[config.mk]
export PLATFORM = sky130hd
export DESIGN_NAME = coin_intake_ctrl
export DESIGN_NICKNAME = d
export VERILOG_FILES = /design/src/rtl/coin_intake_ctrl.sv
export SDC_FILE = /design/constraint.sdc
export NUM_CORES = 1
export LEC_CHECK = 0
export BUFFER_PORTS_ARGS = -buffer_cell sky130_fd_sc_hd__buf_2
export CAP_MARGIN = 20
export CORE_ASPECT_RATIO = 1.2
export CORE_UTILIZATION = 35
export CTS_BUF_LIST = sky130_fd_sc_hd__clkbuf_16
export CTS_CLUSTER_SIZE = 16
export DETAILED_ROUTE_END_ITERATION = 10
export GPL_TIMING_DRIVEN = 0
export PLACE_DENSITY = 0.57
export SLEW_MARGIN = 20
export SYNTH_ARGS = -nofsm -noshare
export SYNTH_HDL_FRONTEND = slang
export SYNTH_SLANG_ARGS = --single-unit
export TNS_END_PERCENT = 100
[constraint.sdc]
create_clock -name clock -period 5.5 [get_ports clock]
set_input_delay 0.55 -clock clock [delete_from_list [all_inputs] [get_ports clock]]
set_output_delay 0.55 -clock clock [all_outputs]
set_load 0.02 [all_outputs]
[src/rtl/coin_intake_ctrl.sv]
// ---------------------------------------------------------------------------
// coin_intake_ctrl
//
// Purpose:
//   Turns the four coin beam-break sensors (1c, 5c, 10c, 25c) into coin
//   events for the CPU. Each raw sensor level is synchronised and debounced.
//   A per-channel FSM emits exactly one event per coin. Simultaneous events
//   are arbitrated into a small event FIFO, and a saturating cents total is
//   kept. The CPU sees a 4-word MMIO register window.
//
// Ports:
//   clock     in   1   system clock, all logic on posedge
//   reset     in   1   asynchronous, active-high; clears all state
//   beam_n    in   4   raw sensor levels, low = beam broken
//                      [0]=1c [1]=5c [2]=10c [3]=25c
//   rd_en     in   1   CPU read strobe for this window
//   wr_en     in   1   CPU write strobe for this window
//   addr      in   2   register select (0 STATUS, 1 EVENT, 2 TOTAL, 3 CTRL)
//   wdata     in  32   write data
//   rdata     out 32   read data, combinational from addr and state
//   coin_irq  out  1   high while the event FIFO is non-empty
//
// Parameters:
//   DEBOUNCE_CYCLES  cycles a level must be stable before acceptance (>= 2)
//   FIFO_DEPTH       event FIFO entries, power of 2 in 2..64
//   TOTAL_W          width of the cents accumulator
//
// Optional feature (macro COIN_TIMESTAMP_EN):
//   When defined, a 16-bit millisecond counter (one tick every
//   DEBOUNCE_CYCLES clocks) is stamped into event bits [31:16] at grant
//   time. STATUS bits [31:16] return the live counter. When undefined, no
//   counter exists and those bits read 0.
// ---------------------------------------------------------------------------
module coin_intake_ctrl #(
  parameter int DEBOUNCE_CYCLES = 30000,
  parameter int FIFO_DEPTH      = 8,
  parameter int TOTAL_W         = 16
) (
  input  logic        clock,
  input  logic        reset,
  input  logic [3:0]  beam_n,
  input  logic        rd_en,
  input  logic        wr_en,
  input  logic [1:0]  addr,
  input  logic [31:0] wdata,
  output logic [31:0] rdata,
  output logic        coin_irq
);

  localparam int CNT_W  = $clog2(DEBOUNCE_CYCLES + 1);
  localparam int PTR_W  = $clog2(FIFO_DEPTH);
  localparam int FCNT_W = PTR_W + 1;

  localparam logic [CNT_W-1:0]  DB_LAST   = CNT_W'(DEBOUNCE_CYCLES - 1);
  localparam logic [FCNT_W-1:0] FIFO_FULL = FCNT_W'(FIFO_DEPTH);

  typedef enum logic [1:0] {
    ST_IDLE,
    ST_PEND_BRK,
    ST_BROKEN,
    ST_PEND_CLR
  } chan_state_t;

  // Synchroniser
  logic [3:0] sync1_q, sync1_d;
  logic [3:0] sync2_q, sync2_d;

  // Channel FSMs
  chan_state_t      state_q [4];
  chan_state_t      state_d [4];
  logic [CNT_W-1:0] cnt_q   [4];
  logic [CNT_W-1:0] cnt_d   [4];
  logic [3:0]       confirm;

  // Arbiter
  logic [3:0] pend_q, pend_d;
  logic [3:0] grant;
  logic [1:0] grant_idx;
  logic       grant_valid;
  logic [4:0] event_value;
  logic [31:0] event_word;
  logic [15:0] ts_value;

  // FIFO and totals
  logic [31:0]        fifo_mem [FIFO_DEPTH];
  logic [PTR_W-1:0]   wr_ptr_q, wr_ptr_d;
  logic [PTR_W-1:0]   rd_ptr_q, rd_ptr_d;
  logic [FCNT_W-1:0]  count_q, count_d;
  logic               overflow_q, overflow_d;
  logic [TOTAL_W-1:0] total_q, total_d;
  logic [TOTAL_W:0]   total_sum;
  logic [TOTAL_W-1:0] total_sat;
  logic               irq_q, irq_d;

  logic fifo_empty;
  logic fifo_full;
  logic ctrl_clear;
  logic pop;
  logic accept;
  logic push;

  // Only wdata[0] carries meaning; the rest is intentionally ignored.
  logic unused_wdata;
  assign unused_wdata = ^wdata[31:1];

  // -------------------------------------------------------------------------
  // Input synchroniser
  // -------------------------------------------------------------------------
  always_comb begin
    sync1_d = beam_n;
    sync2_d = sync1_q;
  end

  // Reset to "beam clear" so leaving reset never looks like a break.
  always_ff @(posedge clock or posedge reset) begin
    if (reset) begin
      sync1_q <= 4'hF;
      sync2_q <= 4'hF;
    end else begin
      sync1_q <= sync1_d;
      sync2_q <= sync2_d;
    end
  end

  // -------------------------------------------------------------------------
  // Per-channel debounce FSMs. The counter restarts on every state change;
  // confirm pulses once on the PEND_BRK -> BROKEN transition only.
  // -------------------------------------------------------------------------
  always_comb begin
    for (int c = 0; c < 4; c++) begin
      state_d[c] = state_q[c];
      cnt_d[c]   = cnt_q[c];
      confirm[c] = 1'b0;
      unique case (state_q[c])
        ST_IDLE: begin
          cnt_d[c] = '0;
          if (!sync2_q[c]) begin
            state_d[c] = ST_PEND_BRK;
          end
        end
        ST_PEND_BRK: begin
          if (sync2_q[c]) begin
            state_d[c] = ST_IDLE;
            cnt_d[c]   = '0;
          end else if (cnt_q[c] == DB_LAST) begin
            state_d[c] = ST_BROKEN;
            cnt_d[c]   = '0;
            confirm[c] = 1'b1;
          end else begin
            cnt_d[c] = cnt_q[c] + 1'b1;
          end
        end
        ST_BROKEN: begin
          cnt_d[c] = '0;
          if (sync2_q[c]) begin
            state_d[c] = ST_PEND_CLR;
          end
        end
        ST_PEND_CLR: begin
          if (!sync2_q[c]) begin
            state_d[c] = ST_BROKEN;
            cnt_d[c]   = '0;
          end else if (cnt_q[c] == DB_LAST) begin
            state_d[c] = ST_IDLE;
            cnt_d[c]   = '0;
          end else begin
            cnt_d[c] = cnt_q[c] + 1'b1;
          end
        end
        default: begin
          state_d[c] = ST_IDLE;
          cnt_d[c]   = '0;
        end
      endcase
    end
  end

  always_ff @(posedge clock or posedge reset) begin
    if (reset) begin
      for (int c = 0; c < 4; c++) begin
        state_q[c] <= ST_IDLE;
        cnt_q[c]   <= '0;
      end
    end else begin
      for (int c = 0; c < 4; c++) begin
        state_q[c] <= state_d[c];
        cnt_q[c]   <= cnt_d[c];
      end
    end
  end

  // -------------------------------------------------------------------------
  // Fixed-priority arbiter: lowest pending index wins. Un-granted flags are
  // held, and a fresh confirm simply ORs into its flag (merge).
  // -------------------------------------------------------------------------
  always_comb begin
    grant_idx = 2'd0;
    for (int c = 3; c >= 0; c--) begin
      if (pend_q[c]) begin
        grant_idx = 2'(c);
      end
    end
    grant_valid = |pend_q;
    grant       = grant_valid ? (4'b0001 << grant_idx) : 4'b0000;
    pend_d      = (pend_q & ~grant) | confirm;
  end

  always_ff @(posedge clock or posedge reset) begin
    if (reset) begin
      pend_q <= '0;
    end else begin
      pend_q <= pend_d;
    end
  end

  always_comb begin
    unique case (grant_idx)
      2'd0:    event_value = 5'd1;
      2'd1:    event_value = 5'd5;
      2'd2:    event_value = 5'd10;
      default: event_value = 5'd25;
    endcase
  end

  // -------------------------------------------------------------------------
  // Optional millisecond timestamp
  // -------------------------------------------------------------------------
`ifdef COIN_TIMESTAMP_EN
  logic [CNT_W-1:0] pre_q, pre_d;
  logic [15:0]      ms_q, ms_d;

  always_comb begin
    pre_d = pre_q + 1'b1;
    ms_d  = ms_q;
    if (pre_q == DB_LAST) begin
      pre_d = '0;
      ms_d  = ms_q + 16'd1;
    end
  end

  always_ff @(posedge clock or posedge reset) begin
    if (reset) begin
      pre_q <= '0;
      ms_q  <= '0;
    end else begin
      pre_q <= pre_d;
      ms_q  <= ms_d;
    end
  end

  assign ts_value = ms_q;
`else
  assign ts_value = 16'd0;
`endif

  assign event_word = {ts_value, 6'd0, grant_idx, 3'd0, event_value};

  // -------------------------------------------------------------------------
  // FIFO, overflow and total. A clear beats any grant or pop in the same
  // cycle. On a full FIFO a simultaneous pop makes room, so the push lands.
  // -------------------------------------------------------------------------
  assign fifo_empty = (count_q == '0);
  assign fifo_full  = (count_q == FIFO_FULL);
  assign ctrl_clear = wr_en && (addr == 2'd3) && wdata[0];
  assign pop        = rd_en && (addr == 2'd1) && !fifo_empty && !ctrl_clear;
  assign accept     = grant_valid && !ctrl_clear;
  assign push       = accept && (!fifo_full || pop);

  assign total_sum = {1'b0, total_q} + (TOTAL_W + 1)'(event_value);
  assign total_sat = total_sum[TOTAL_W] ? {TOTAL_W{1'b1}} : total_sum[TOTAL_W-1:0];

  always_comb begin
    wr_ptr_d   = wr_ptr_q;
    rd_ptr_d   = rd_ptr_q;
    count_d    = count_q;
    overflow_d = overflow_q;
    total_d    = total_q;
    if (ctrl_clear) begin
      wr_ptr_d   = '0;
      rd_ptr_d   = '0;
      count_d    = '0;
      overflow_d = 1'b0;
      total_d    = '0;
    end else begin
      if (push) begin
        wr_ptr_d = wr_ptr_q + 1'b1;
      end
      if (pop) begin
        rd_ptr_d = rd_ptr_q + 1'b1;
      end
      count_d = count_q + FCNT_W'(push) - FCNT_W'(pop);
      if (accept && !push) begin
        overflow_d = 1'b1;
      end
      if (accept) begin
        total_d = total_sat;
      end
    end
    irq_d = (count_d != '0);
  end

  always_ff @(posedge clock or posedge reset) begin
    if (reset) begin
      wr_ptr_q   <= '0;
      rd_ptr_q   <= '0;
      count_q    <= '0;
      overflow_q <= 1'b0;
      total_q    <= '0;
      irq_q      <= 1'b0;
    end else begin
      wr_ptr_q   <= wr_ptr_d;
      rd_ptr_q   <= rd_ptr_d;
      count_q    <= count_d;
      overflow_q <= overflow_d;
      total_q    <= total_d;
      irq_q      <= irq_d;
    end
  end

  // Storage needs no reset: an empty FIFO never exposes its contents.
  always_ff @(posedge clock) begin
    if (push) begin
      fifo_mem[wr_ptr_q] <= event_word;
    end
  end

  assign coin_irq = irq_q;

  // -------------------------------------------------------------------------
  // Register read mux
  // -------------------------------------------------------------------------
  always_comb begin
    rdata = 32'd0;
    unique case (addr)
      2'd0:    rdata = {ts_value, 5'd0, overflow_q, fifo_full, fifo_empty, 8'(count_q)};
      2'd1:    rdata = fifo_empty ? 32'd0 : fifo_mem[rd_ptr_q];
      2'd2:    rdata = 32'(total_q);
      default: rdata = 32'd0;
    endcase
  end

endmodule

==> reports/metrics.yaml, run 1 <==
setup_path:
  timing.critical_path.slowest_cell_delay_ns: 0.57
  timing.critical_path.to_type: "flop"
  path_max_fanout: 8
  arrival_ns: 3.88
  crit_slowest_cell: "a311oi_2"
  worstPathRequired_ns: 5.79
  setup.worst_path.start_class: "flop"
  criticalPathCategory: "flop to flop"
  crit_chain: "inv_1 -> ha_1 -> or3b_2 -> nand4b_2 -> a311oi_2 -> inv_1 -> ha_1 -> inv_1 -> ha_1 -> fa_1 -> xnor2_1 -> nor2_1 -> or4_1"
  reg2reg_slack_ns: 1.91
final_layout:
  post_route_non_filler_standard_cell_count: 1006
  finish.net_count: 780
  area_growth_syn_to_layout_pct: 14.4
  post_route_cells_drive_above_1_share_pct: 17.1
  insertedDiodeCount: 0
place:
  port_buffers: 27
  gpl.final_weighted_congestion: 0.785
  post_placement_worst_setup_slack_ns: 1.91
  detailed_place_hpwl_um: 9920
  dp_cells: 974
clock_network:
  maximum_number_of_buffers_from_clock_root_to_sink: 2
  cts_resized: 0
  clk_tree_root_cell: "clkbuf_16"
  postcts_setup_bufs: 0
  htree_num_levels: 4
  ctsHoldBuffers: 0
  clock_sink_count: 164
  number_of_buffers_inserted_during_clock_tree_synthesis: 17
  tritoncts: "built"
  cts.reportedPaths.clkPinSlew_ns: 0.06
  clock_latency_reported_for_the_late_side_of_the_worst_skew_pair_ns: 0.42
logic_synthesis:
  synth-seq-area-share_pct: 56.6
  yosys-top-cells-count: "dfrtp_1 (100), nor2_1 (90), edfxtp_1 (56)"
  post_synth_instance_area_um2: 7760
  synth_top_cell_by_area: "dfrtp_1"
  synth.avg_cell_area_um2: 11.8
  yosys_most_used_dff: "dfrtp_1"
  count_of_unique_library_cells_instantiated_by_yosys: 65
  synthMostInstantiatedCell: "dfrtp_1"
  synth.area.top_cells: "dfrtp_1 (32%), edfxtp_1 (22%), nor2_1 (4.4%)"
  number_of_enable_flip_flop_cells_after_synthesis: 56
  postSynthRegisterBits: 164
  share_of_synthesized_registers_carrying_an_async_set_or_reset_pct: 65.9
  synthDominantCellAreaShare_pct: 32.3
  yosys_warnings: 0
  syn-instance-count: 657
pwr:
  power.density_cell_area_nw_per_um2: 327
  worst_ir_drop_vdd_uv: 235
  leakage_uw: 0.00370
routing:
  routed_antenna_nets: 0
  routed_wirelength_normalized_by_instance_count_um: 14.6
  via_count: 4851
  routed_wirelength_um: 14700
  drtIter0Drc: 336
  avgViaCountPerCell: 4.82
  post-route-drc-count: 0
  drt_pre_antenna_iters: 5
flow_run:
  cap_violations: 0
die:
  floorplan.core_area_um2: 21700
  die-height_um: 165
  die_width_um: 138
  std_cell_rows: 59
  boundaryPins: 75
  design.die.area_um2: 22800
  initial_utilization_pct: 35.7
sta:
  maxSlewViolCount: 0
  max_freq_mhz: 279
  setup_tns_ns: 0
  timing.slew.headroom_pct: 30.0
  timing_hold_violations_final: 0
  fin_crit_sh_pct: 65.3
  fin_worst_skew_ns: 0.00905
  report.final.setup_viol: 0
  setup_repair_after_global_routing_missed_its_margin: "false"
  worst_slack_ns: 1.91
  timing.final.crit_period_ns: 3.59
  timing_worst_slew_pin_value_ns: 1.04
  timing.hold.ws_ns: 0.128
global_routing:
  grt_max_degree: 68
  grt_pass1_wl_um: 24400
  grtUsageTotal_pct: 14.1
  antenna_violations_before_repair: 0
  first_global_vias: 4886
  gr-total-overflow: 0
status:
  outcome: "finished, final reports clean"
min_path:
  hold_path.class: "primary input to async pin"
## report_power, final
| part | switching [uW] | internal (uW) | total, uW | leakage [uW] |
|---|---|---|---|---|
| Clock | 481 | 617 | 1100 | 0.000262 |
| Combinational | 255 | 216 | 471 | 0.00146 |
| Sequential | 39.1 | 1300 | 1340 | 0.00197 |
| Total | 774 | 2130 | 2900 | 0.00370 |
## metrics by stage
| step | utilization [%] | total power (uW) | instance area (um^2) |
|---|---|---|---|
| after floorplan | - | 1710 | 7820 |
| after global placement | 38.2 | 1830 | 8290 |
| after detailed placement | 38.4 | 1840 | 8340 |
| after CTS | 40.9 | 2950 | 8880 |
| after global routing | 40.9 | 3040 | 8880 |
| final | 40.9 | 2900 | 8880 |
## path summary, 6_finish.rpt
kind | start | to | cells past startpoint
max in group asynchronous | reset | sync2_q[2]$_DFF_PP1_ | 3
worst min register to register | sync1_q[0]$_DFF_PP1_ | sync2_q[0]$_DFF_PP1_ | 0
worst min-delay path | reset | cnt_q[52]$_DFF_PP0_ | 2
worst max-delay path | count_q[2]$_DFF_PP0_ | coin_irq$_DFF_PP0_ | 13
min in group clock | beam_n[3] | sync1_q[3]$_DFF_PP1_ | 1
worst max register to register | count_q[2]$_DFF_PP0_ | coin_irq$_DFF_PP0_ | 13
## critical path: cells and delay by family, from the launching register on
| family | cells | cell delay, ns |
|---|---|---|
| and+or+nand+nor | 4 | 1.07 |
| adders and majority gates | 4 | 1.09 |
| buffers and inverters | 3 | 0.22 |
| AOI/OAI and AO/OA | 1 | 0.57 |
| xor gates and xnor gates | 1 | 0.17 |
| DFF | 1 | 0.36 |
## layout by cell type, fill, tap and decap left out, drive strengths merged, types with 9 or more instances in the layout
cell type,netlist,final
ha,17,17
nand3,29,29
clkbuf,7,24
nand4,14,14
inv,25,29
edfxtp,56,56
a21oi,13,13
and2,18,18
xor2,28,28
buf,29,57
and4,9,9
mux2i,18,18
nor3,12,12
xnor2,34,34
and3,19,19
dfrtp,100,100
conb,1,16
mux4,14,14
o21ai,11,11
nor2,91,91
nand2,32,32
## layer usage
layer	track usage [%]	wire length [um]	up-vias
li1	-	-	2427
met1	17.6	6810	2348
met2	23.9	7380	68
met3	3.48	435	8
met4	4.50	81	0
met5	0	0	-
## cell families (layout without fill, tap and decap cells)
| group | count (synthesis) | in the layout | share of synthesized area, % |
|---|---|---|---|
| flops | 164 | 164 | 56.6 |
| other cells | 1 | 16 | 0.0483 |
| compound gates | 60 | 60 | 5.26 |
| simple gates | 257 | 257 | 17.2 |
| buf+inv | 62 | 122 | 4.23 |
| mux | 32 | 32 | 6.39 |
| fa+ha+maj | 19 | 19 | 3.26 |
| xor+xnor | 62 | 62 | 7.00 |
## flip-flops by register name (all words and copies together) (netlist names), named ones only
register	count
cnt_q	60
coin_irq	1
count_q	4
fifo_mem	56
overflow_q	1
pend_q	4
rd_ptr_q	3
state_q	4
sync1_q	4
sync2_q	4
total_q	16
wr_ptr_q	3
## final cells by class
type,instances,area (um^2)
clock inverter,15,119
timing repair buffer,28,163
multi-input combinational,446,3100
tap,274,343
sequential,164,4390
fill,2071,12800
inverter,25,98.8
clock buffer,17,425
buffer,37,234
Note: power is estimated with default switching activity, not from simulation.
==> run 2: changes to the inputs <==
--- a/config.mk
+++ b/config.mk
@@ -13,7 +13,7 @@
 export CTS_CLUSTER_SIZE = 16
 export DETAILED_ROUTE_END_ITERATION = 10
 export GPL_TIMING_DRIVEN = 0
-export PLACE_DENSITY = 0.57
+export PLACE_DENSITY = 0.59
 export SLEW_MARGIN = 20
 export SYNTH_ARGS = -nofsm -noshare
 export SYNTH_HDL_FRONTEND = slang
==> constraint.sdc (replaced) <==
create_clock -name clock -period 2.9 [get_ports clock]
set_input_delay 0.29 -clock clock [delete_from_list [all_inputs] [get_ports clock]]
set_output_delay 0.29 -clock clock [all_outputs]
set_load 0.02 [all_outputs]
==> run 2 against run 1 <==
Compared with the run above: worst hold slack improved by 0.23 ns; clock power increased by 110%; via count increased by 0.87%; routed wire length decreased by 0.33%; critical endpoint unchanged; clock skew about the same; combinational power increased by 110%; sequential power increased by 90%; final cell count increased by 1.7%; critical path depth unchanged; the run now ends with setup timing left; sequential share of layout area decreased by 1.8 points; non-clock buffer count increased by 17.
==> reports/metrics.yaml, run 2 (synthesis gave the netlist of run 1 again) <==
pwr:
  worst_ir_drop_vdd_uv: 454  # +93%
  leakage_uw: 0.00385  # +4.0%
  post-layout-total-power_uw: 5840  # +100%
  power.density_cell_area_nw_per_um2: 633  # +94%
clock_network:
  number_of_buffers_inserted_during_clock_tree_synthesis: 17  # unchanged
  clock_sink_count: 164  # unchanged
  htree_num_levels: 4  # unchanged
  cts.reportedPaths.clkPinSlew_ns: 0.07  # about the same
  maximum_number_of_buffers_from_clock_root_to_sink: 2  # unchanged
  tritoncts: "built"
  clock_latency_reported_for_the_late_side_of_the_worst_skew_pair_ns: 0.42  # about the same
  clk_tree_root_cell: "clkbuf_16"
routing:
  routed_wirelength_normalized_by_instance_count_um: 14.3  # -2.0%
  drtIter0Drc: 250  # -26%
  via_count: 4893  # +0.87%
  avgViaCountPerCell: 4.78  # -0.81%
  routed_wirelength_um: 14700  # -0.33%
  routed_antenna_nets: 0  # unchanged
  post-route-drc-count: 0  # unchanged
  drt_pre_antenna_iters: 4  # -1
sta:
  report.final.setup_viol: 1  # +1
  maxSlewViolCount: 0  # unchanged
  setup_tns_ns: -0.0829  # -0.0829 ns
  max_freq_mhz: 335  # +20%
  timing_worst_slew_pin_value_ns: 0.814  # -0.227 ns
  fin_crit_sh_pct: 103  # +38 points
  fin_worst_skew_ns: 0.00926  # +0.000208 ns
  timing.slew.headroom_pct: 45.6  # +16 points
  worst_slack_ns: -0.0829  # -1.99 ns
  timing.final.crit_period_ns: 2.98  # -0.607 ns
  timing_hold_violations_final: 0  # unchanged
  setup_repair_after_global_routing_missed_its_margin: "true"
final_layout:
  layout.cells.most_common: "dfrtp_1"
  sequential_cell_area_um2: 4400  # about the same
  area_growth_syn_to_layout_pct: 18.8
  multi_input_area_um2: 3190  # +2.8%
  finish.instance_area_um2: 9220  # +3.8%
  insertedDiodeCount: 0  # unchanged
  post_route_non_filler_standard_cell_count: 1023  # +1.7%
  n_fill_cell: 2022  # -2.4%
  post_route_cells_drive_above_1_share_pct: 20.8  # +3.8 points
  biggestRegsByFlops: "cnt_q (60), fifo_mem (56), total_q (16)"
  layout_common_cells: "dfrtp_1 (98), nor2_1 (89), edfxtp_1 (56)"
  top_register: "cnt_q"
  finish.net_count: 797  # +2.2%
  largest_register_ffs: 60  # unchanged
global_routing:
  grt_max_degree: 25  # -63%
  grt_pass1_wl_um: 24500  # +0.37%
  first_global_vias: 4963  # +1.6%
  grtUsageTotal_pct: 14.1  # -0.074 points
  antenna_violations_before_repair: 0  # unchanged
  gr-total-overflow: 0  # unchanged
die:
  boundaryPins: 75  # unchanged
  std_cell_rows: 59  # unchanged
  design.die.area_um2: 22800  # unchanged
  floorplan.core_area_um2: 21700  # unchanged
  die-height_um: 165  # unchanged
  initial_utilization_pct: 35.7  # unchanged
  die_width_um: 138  # unchanged
setup_path:
  criticalPathCategory: "flop to flop"
  critical_path_buf_inv_count: 4  # +1
  reg2reg_slack_ns: -0.08  # -1.99 ns
  setup.worst_path.start_class: "flop"
  path_max_fanout: 3  # -5
  crit_slowest_cell: "or4_1"
  timing.critical_path.slowest_cell_delay_ns: 0.52  # -0.05 ns
  path_delay_family: "simple AND/OR/NAND/NOR gates"
  crit_chain: "inv_2 -> ha_2 -> or3b_4 -> nand4b_4 -> buf_4 -> inv_1 -> ha_1 -> inv_1 -> ha_2 -> fa_2 -> xnor2_2 -> nor2_1 -> or4_1"
  timing.critical_path.to_type: "flop"
  worstPathRequired_ns: 3.19  # -2.60 ns
  arrival_ns: 3.27  # -0.61 ns
place:
  port_buffers: 27  # unchanged
  gpl.final_weighted_congestion: 0.795  # +1.3%
  dpl-instance-area_um2: 8410  # +0.92%
  detailed_place_hpwl_um: 10200  # +2.6%
  post_placement_worst_setup_slack_ns: -0.569  # -2.48 ns
  dp_cells: 977  # +0.31%
status:
  failed_checks: "setup timing"
  outcome: "finished, violations left"
min_path:
  hold_path.class: "flop to flop"
flow_run:
  cap_violations: 0  # unchanged
==> run 2: cell types whose count changed in the layout (fill, tap and decap cells not counted), sizes merged <==
cell	previous run	this run
bufinv	1	3
dlygate4sd3	0	5
clkinv	7	4
inv	29	30
buf	57	69
==> run 2: path summary, 6_finish.rpt <==
check | from | to | depth (start not counted)
min reg2reg | sync1_q[0]$_DFF_PP1_ | sync2_q[0]$_DFF_PP1_ | 0
max in group asynchronous | reset | pend_q[1]$_DFF_PP0_ | 6
min | sync1_q[0]$_DFF_PP1_ | sync2_q[0]$_DFF_PP1_ | 0
max | count_q[2]$_DFF_PP0_ | coin_irq$_DFF_PP0_ | 13
max reg2reg | count_q[2]$_DFF_PP0_ | coin_irq$_DFF_PP0_ | 13
min in group asynchronous | reset | cnt_q[52]$_DFF_PP0_ | 3
==> run 2: worst reg2reg max path, stage by stage (launching register included) <==
cell and delay [ns]:
dfrtp_1 0.40, inv_2 0.09, ha_2 0.15, or3b_4 0.39, nand4b_4 0.12, buf_4 0.12
inv_1 0.03, ha_1 0.26, inv_1 0.04, ha_2 0.17, fa_2 0.35, xnor2_2 0.14
nor2_1 0.06, or4_1 0.52
==> run 2: per-stage QoR <==
| stage | util [%] | hold WS (ns) |
|---|---|---|
| floorplan | - | 0.294 |
| global placement | 38.3 | 0.346 |
| detailed placement | 38.8 | 0.337 |
| CTS | 42.2 | 0.342 |
| global route | 42.5 | 0.360 |
| finish | 42.5 | 0.356 |
==> run 2: layout make-up <==
cell class                      count  share of cell area [%]
Buffer                             37                    2.63
Tap cell                          274                    3.72
Timing Repair Buffer               45                    3.69
Multi-Input combinational cell    446                    34.6
Clock buffer                       17                    4.62
Sequential cell                   164                    47.7
Clock inverter                     15                    1.97
Inverter                           25                    1.06
==> run 2: what timing repair did <==
item	4_1_cts	5_1_grt
endpoints found under the hold margin	17	0
pin swaps	4	4
hold buffers	5	0
resized for setup	14	9
buffers inserted	5	4
gates cloned	0	0
setup endpoints to repair	24	15
==> run 2: power by group <==
part / internal [uW] / total [uW] / switching [uW]
sequential: 2460 / 2540 / 76.2
combinational: 487 / 998 / 511
clock: 1370 / 2300 / 935
total: 4310 / 5840 / 1520
==> run 2: routing by layer <==
layer  track usage [%]  wire, um
met5                 0         0
met4              5.73       260
met1              17.1      6650
met2              24.5      7400
met3              2.41       340
==> run 3: changes to the inputs <==
--- a/config.mk
+++ b/config.mk
@@ -9,7 +9,7 @@
 export CAP_MARGIN = 20
 export CORE_ASPECT_RATIO = 1.2
 export CORE_UTILIZATION = 35
-export CTS_BUF_LIST = sky130_fd_sc_hd__clkbuf_16
+export CTS_BUF_LIST = sky130_fd_sc_hd__clkbuf_8
 export CTS_CLUSTER_SIZE = 16
 export DETAILED_ROUTE_END_ITERATION = 10
 export GPL_TIMING_DRIVEN = 0
==> run 3 against run 2 <==
Compared with the run above: via count grew 0.59%; clock power fell by 25%; setup slack improved by 0.013 ns; sequential share of layout area up 1.0 points; die area did not move; clock-buffer cell count is the same; global-route usage about the same; non-clock buffer count fell by 1; the flow still finishes with violations (setup timing); combinational power is 2.6% lower; largest power group unchanged; first-iteration DRC count shrank 9.2%; register-to-register slack about the same; routed wire length down 0.97%.
==> reports/metrics.yaml, run 3 (synthesis gave the netlist of run 1 again) <==
clock_network:
  htree_num_levels: 4  # unchanged
  tritoncts: "built"
  maximum_number_of_buffers_from_clock_root_to_sink: 2  # unchanged
  clk_tree_root_cell: "clkbuf_8"
  clock_latency_reported_for_the_late_side_of_the_worst_skew_pair_ns: 0.45  # +0.03 ns
  cts.reportedPaths.clkPinSlew_ns: 0.09  # +0.02 ns
  number_of_buffers_inserted_during_clock_tree_synthesis: 17  # unchanged
  clock_sink_count: 164  # unchanged
routing:
  post-route-drc-count: 0  # unchanged
  routed_wirelength_normalized_by_instance_count_um: 14.2  # -0.87%
  drt_pre_antenna_iters: 4  # unchanged
  routed_antenna_nets: 0  # unchanged
  drtIter0Drc: 227  # -9.2%
  via_count: 4922  # +0.59%
  avgViaCountPerCell: 4.82  # +0.69%
  routed_wirelength_um: 14500  # -0.97%
pwr:
  power.density_cell_area_nw_per_um2: 580  # -8.4%
  leakage_uw: 0.00376  # -2.4%
  worst_ir_drop_vdd_uv: 430  # -5.2%
sta:
  fin_crit_sh_pct: 102  # -0.43 points
  report.final.setup_viol: 1  # unchanged
  timing.final.crit_period_ns: 2.97  # -0.0125 ns
  max_freq_mhz: 337  # +0.42%
  setup_tns_ns: -0.0704  # +0.0125 ns
  maxSlewViolCount: 0  # unchanged
  setup_repair_after_global_routing_missed_its_margin: "true"
  timing.slew.headroom_pct: 49.5  # +3.9 points
  timing_worst_slew_pin_value_ns: 0.755  # -0.0589 ns
  worst_slack_ns: -0.0704  # +0.0125 ns
  timing_hold_violations_final: 0  # unchanged
  fin_worst_skew_ns: 0.0109  # +0.00163 ns
flow_run:
  cap_violations: 0  # unchanged
global_routing:
  grt_util_met3_pct: 2.72  # +0.31 points
  first_global_vias: 4957  # -0.12%
  grtUsageTotal_pct: 14.1  # about the same
  gr-total-overflow: 0  # unchanged
  antenna_violations_before_repair: 0  # unchanged
  met1_usage_pct: 17.0  # -0.073 points
  grt-busiest-layer: "met2"
  grt_max_degree: 25  # unchanged
  grt_pass1_wl_um: 24500  # about the same
  met2_usage_pct: 24.3  # -0.18 points
die:
  initial_utilization_pct: 35.7  # unchanged
  design.die.area_um2: 22800  # unchanged
  floorplan.core_area_um2: 21700  # unchanged
  boundaryPins: 75  # unchanged
  std_cell_rows: 59  # unchanged
  die_width_um: 138  # unchanged
  die-height_um: 165  # unchanged
status:
  failed_checks: "setup timing"
  outcome: "finished, violations left"
min_path:
  hold_path.class: "primary input to flop"
  number_of_cells_traversed_by_the_worst_hold_path: 3  # +3
setup_path:
  criticalPathCategory: "flop to flop"
  arrival_ns: 3.30  # +0.03 ns
  setup.worst_path.start_class: "flop"
  path_max_fanout: 3  # unchanged
  worstPathRequired_ns: 3.23  # +0.04 ns
  timing.critical_path.to_type: "flop"
  r2r_cells: 13  # unchanged
final_layout:
  insertedDiodeCount: 0  # unchanged
  area_growth_syn_to_layout_pct: 16.3
  largest_register_ffs: 60  # unchanged
  post_route_cells_drive_above_1_share_pct: 20.7  # -0.11 points
  top_register: "cnt_q"
  layout_common_cells: "dfrtp_1 (98), nor2_1 (89), edfxtp_1 (56)"
  layout.cells.most_common: "dfrtp_1"
  biggestRegsByFlops: "cnt_q (60), fifo_mem (56), total_q (16)"
  finish.net_count: 796  # -0.13%
place:
  port_buffers: 27  # unchanged
  gpl.final_weighted_congestion: 0.795  # unchanged
  detailed_place_hpwl_um: 10200  # unchanged
  post_placement_worst_setup_slack_ns: -0.569  # unchanged
-- run 3: layer usage --
layer,routed length [um],up-vias,part of all wire [%]
met1,6460,2384,44
met3,400,15,2.8
met5,0,-,0
met2,7420,69,51
li1,-,2454,-
met4,235,0,1.6
-- run 3: cell type report --
class	instances	area [um^2]
fillers	2058	12700
flip-flops and latches	164	4400
multi-input cells	446	3190
well taps	274	343
repair buffers	44	333
plain buffers	37	245
clock buffers	17	234
clock inverters	15	181
inverters	25	97.6
-- run 3: report_power, final --
| group | internal (uW) | leakage [uW] | switching [uW] |
|---|---|---|---|
| clock | 863 | 0.000208 | 864 |
| combinational | 474 | 0.00158 | 498 |
| sequential | 2460 | 0.00197 | 75.5 |
-- run 3: worst paths after layout --
path / from / endpoint / slack [ns]
setup / recovery: count_q[2]$_DFF_PP0_ / coin_irq$_DFF_PP0_ / -0.07
hold / removal: wdata[0] / count_q[1]$_DFF_PP0_ / 0.32
setup reg to reg: count_q[2]$_DFF_PP0_ / coin_irq$_DFF_PP0_ / -0.07
hold reg to reg: sync1_q[0]$_DFF_PP1_ / sync2_q[0]$_DFF_PP1_ / 0.36
max in group asynchronous: reset / wr_ptr_q[2]$_DFFE_PP0P_ / 1.65
min in group asynchronous: reset / cnt_q[52]$_DFF_PP0_ / 0.40
-- run 3: timing repair --
action                                  in CTS  in global routing
hold buffers                                 5                  0
buffers inserted                             5                  3
endpoints found under the setup margin      22                 14
resized for setup                           15                  8
hold endpoints to repair                    17                  0
gates cloned                                 0                  0
pin swaps                                    4                  4
-- run 3: worst max-delay path: stages (launching register included) --
cell	delay, ns
dfrtp_1	0.41
inv_2	0.08
ha_2	0.15
or3b_4	0.39
nand4b_4	0.12
buf_4	0.12
inv_1	0.03
ha_1	0.26
inv_1	0.04
ha_2	0.17
fa_2	0.35
xnor2_2	0.14
nor2_1	0.06
or4_1	0.52
-- run 3: per-stage QoR --
step | instance area, um^2 | hold slack [ns] | power (uW) | utilization [%] | instances
detailed placement | 8410 | 0.337 | 3480 | 38.8 | 977
finish | 9020 | 0.324 | 5230 | 41.6 | 1022
global route | 9020 | 0.316 | 5500 | 41.6 | 1022
floorplan | 7830 | 0.294 | 3250 | - | 672
CTS | 8970 | 0.291 | 5300 | 41.3 | 1019
global placement | 8310 | 0.346 | 3470 | 38.3 | 973
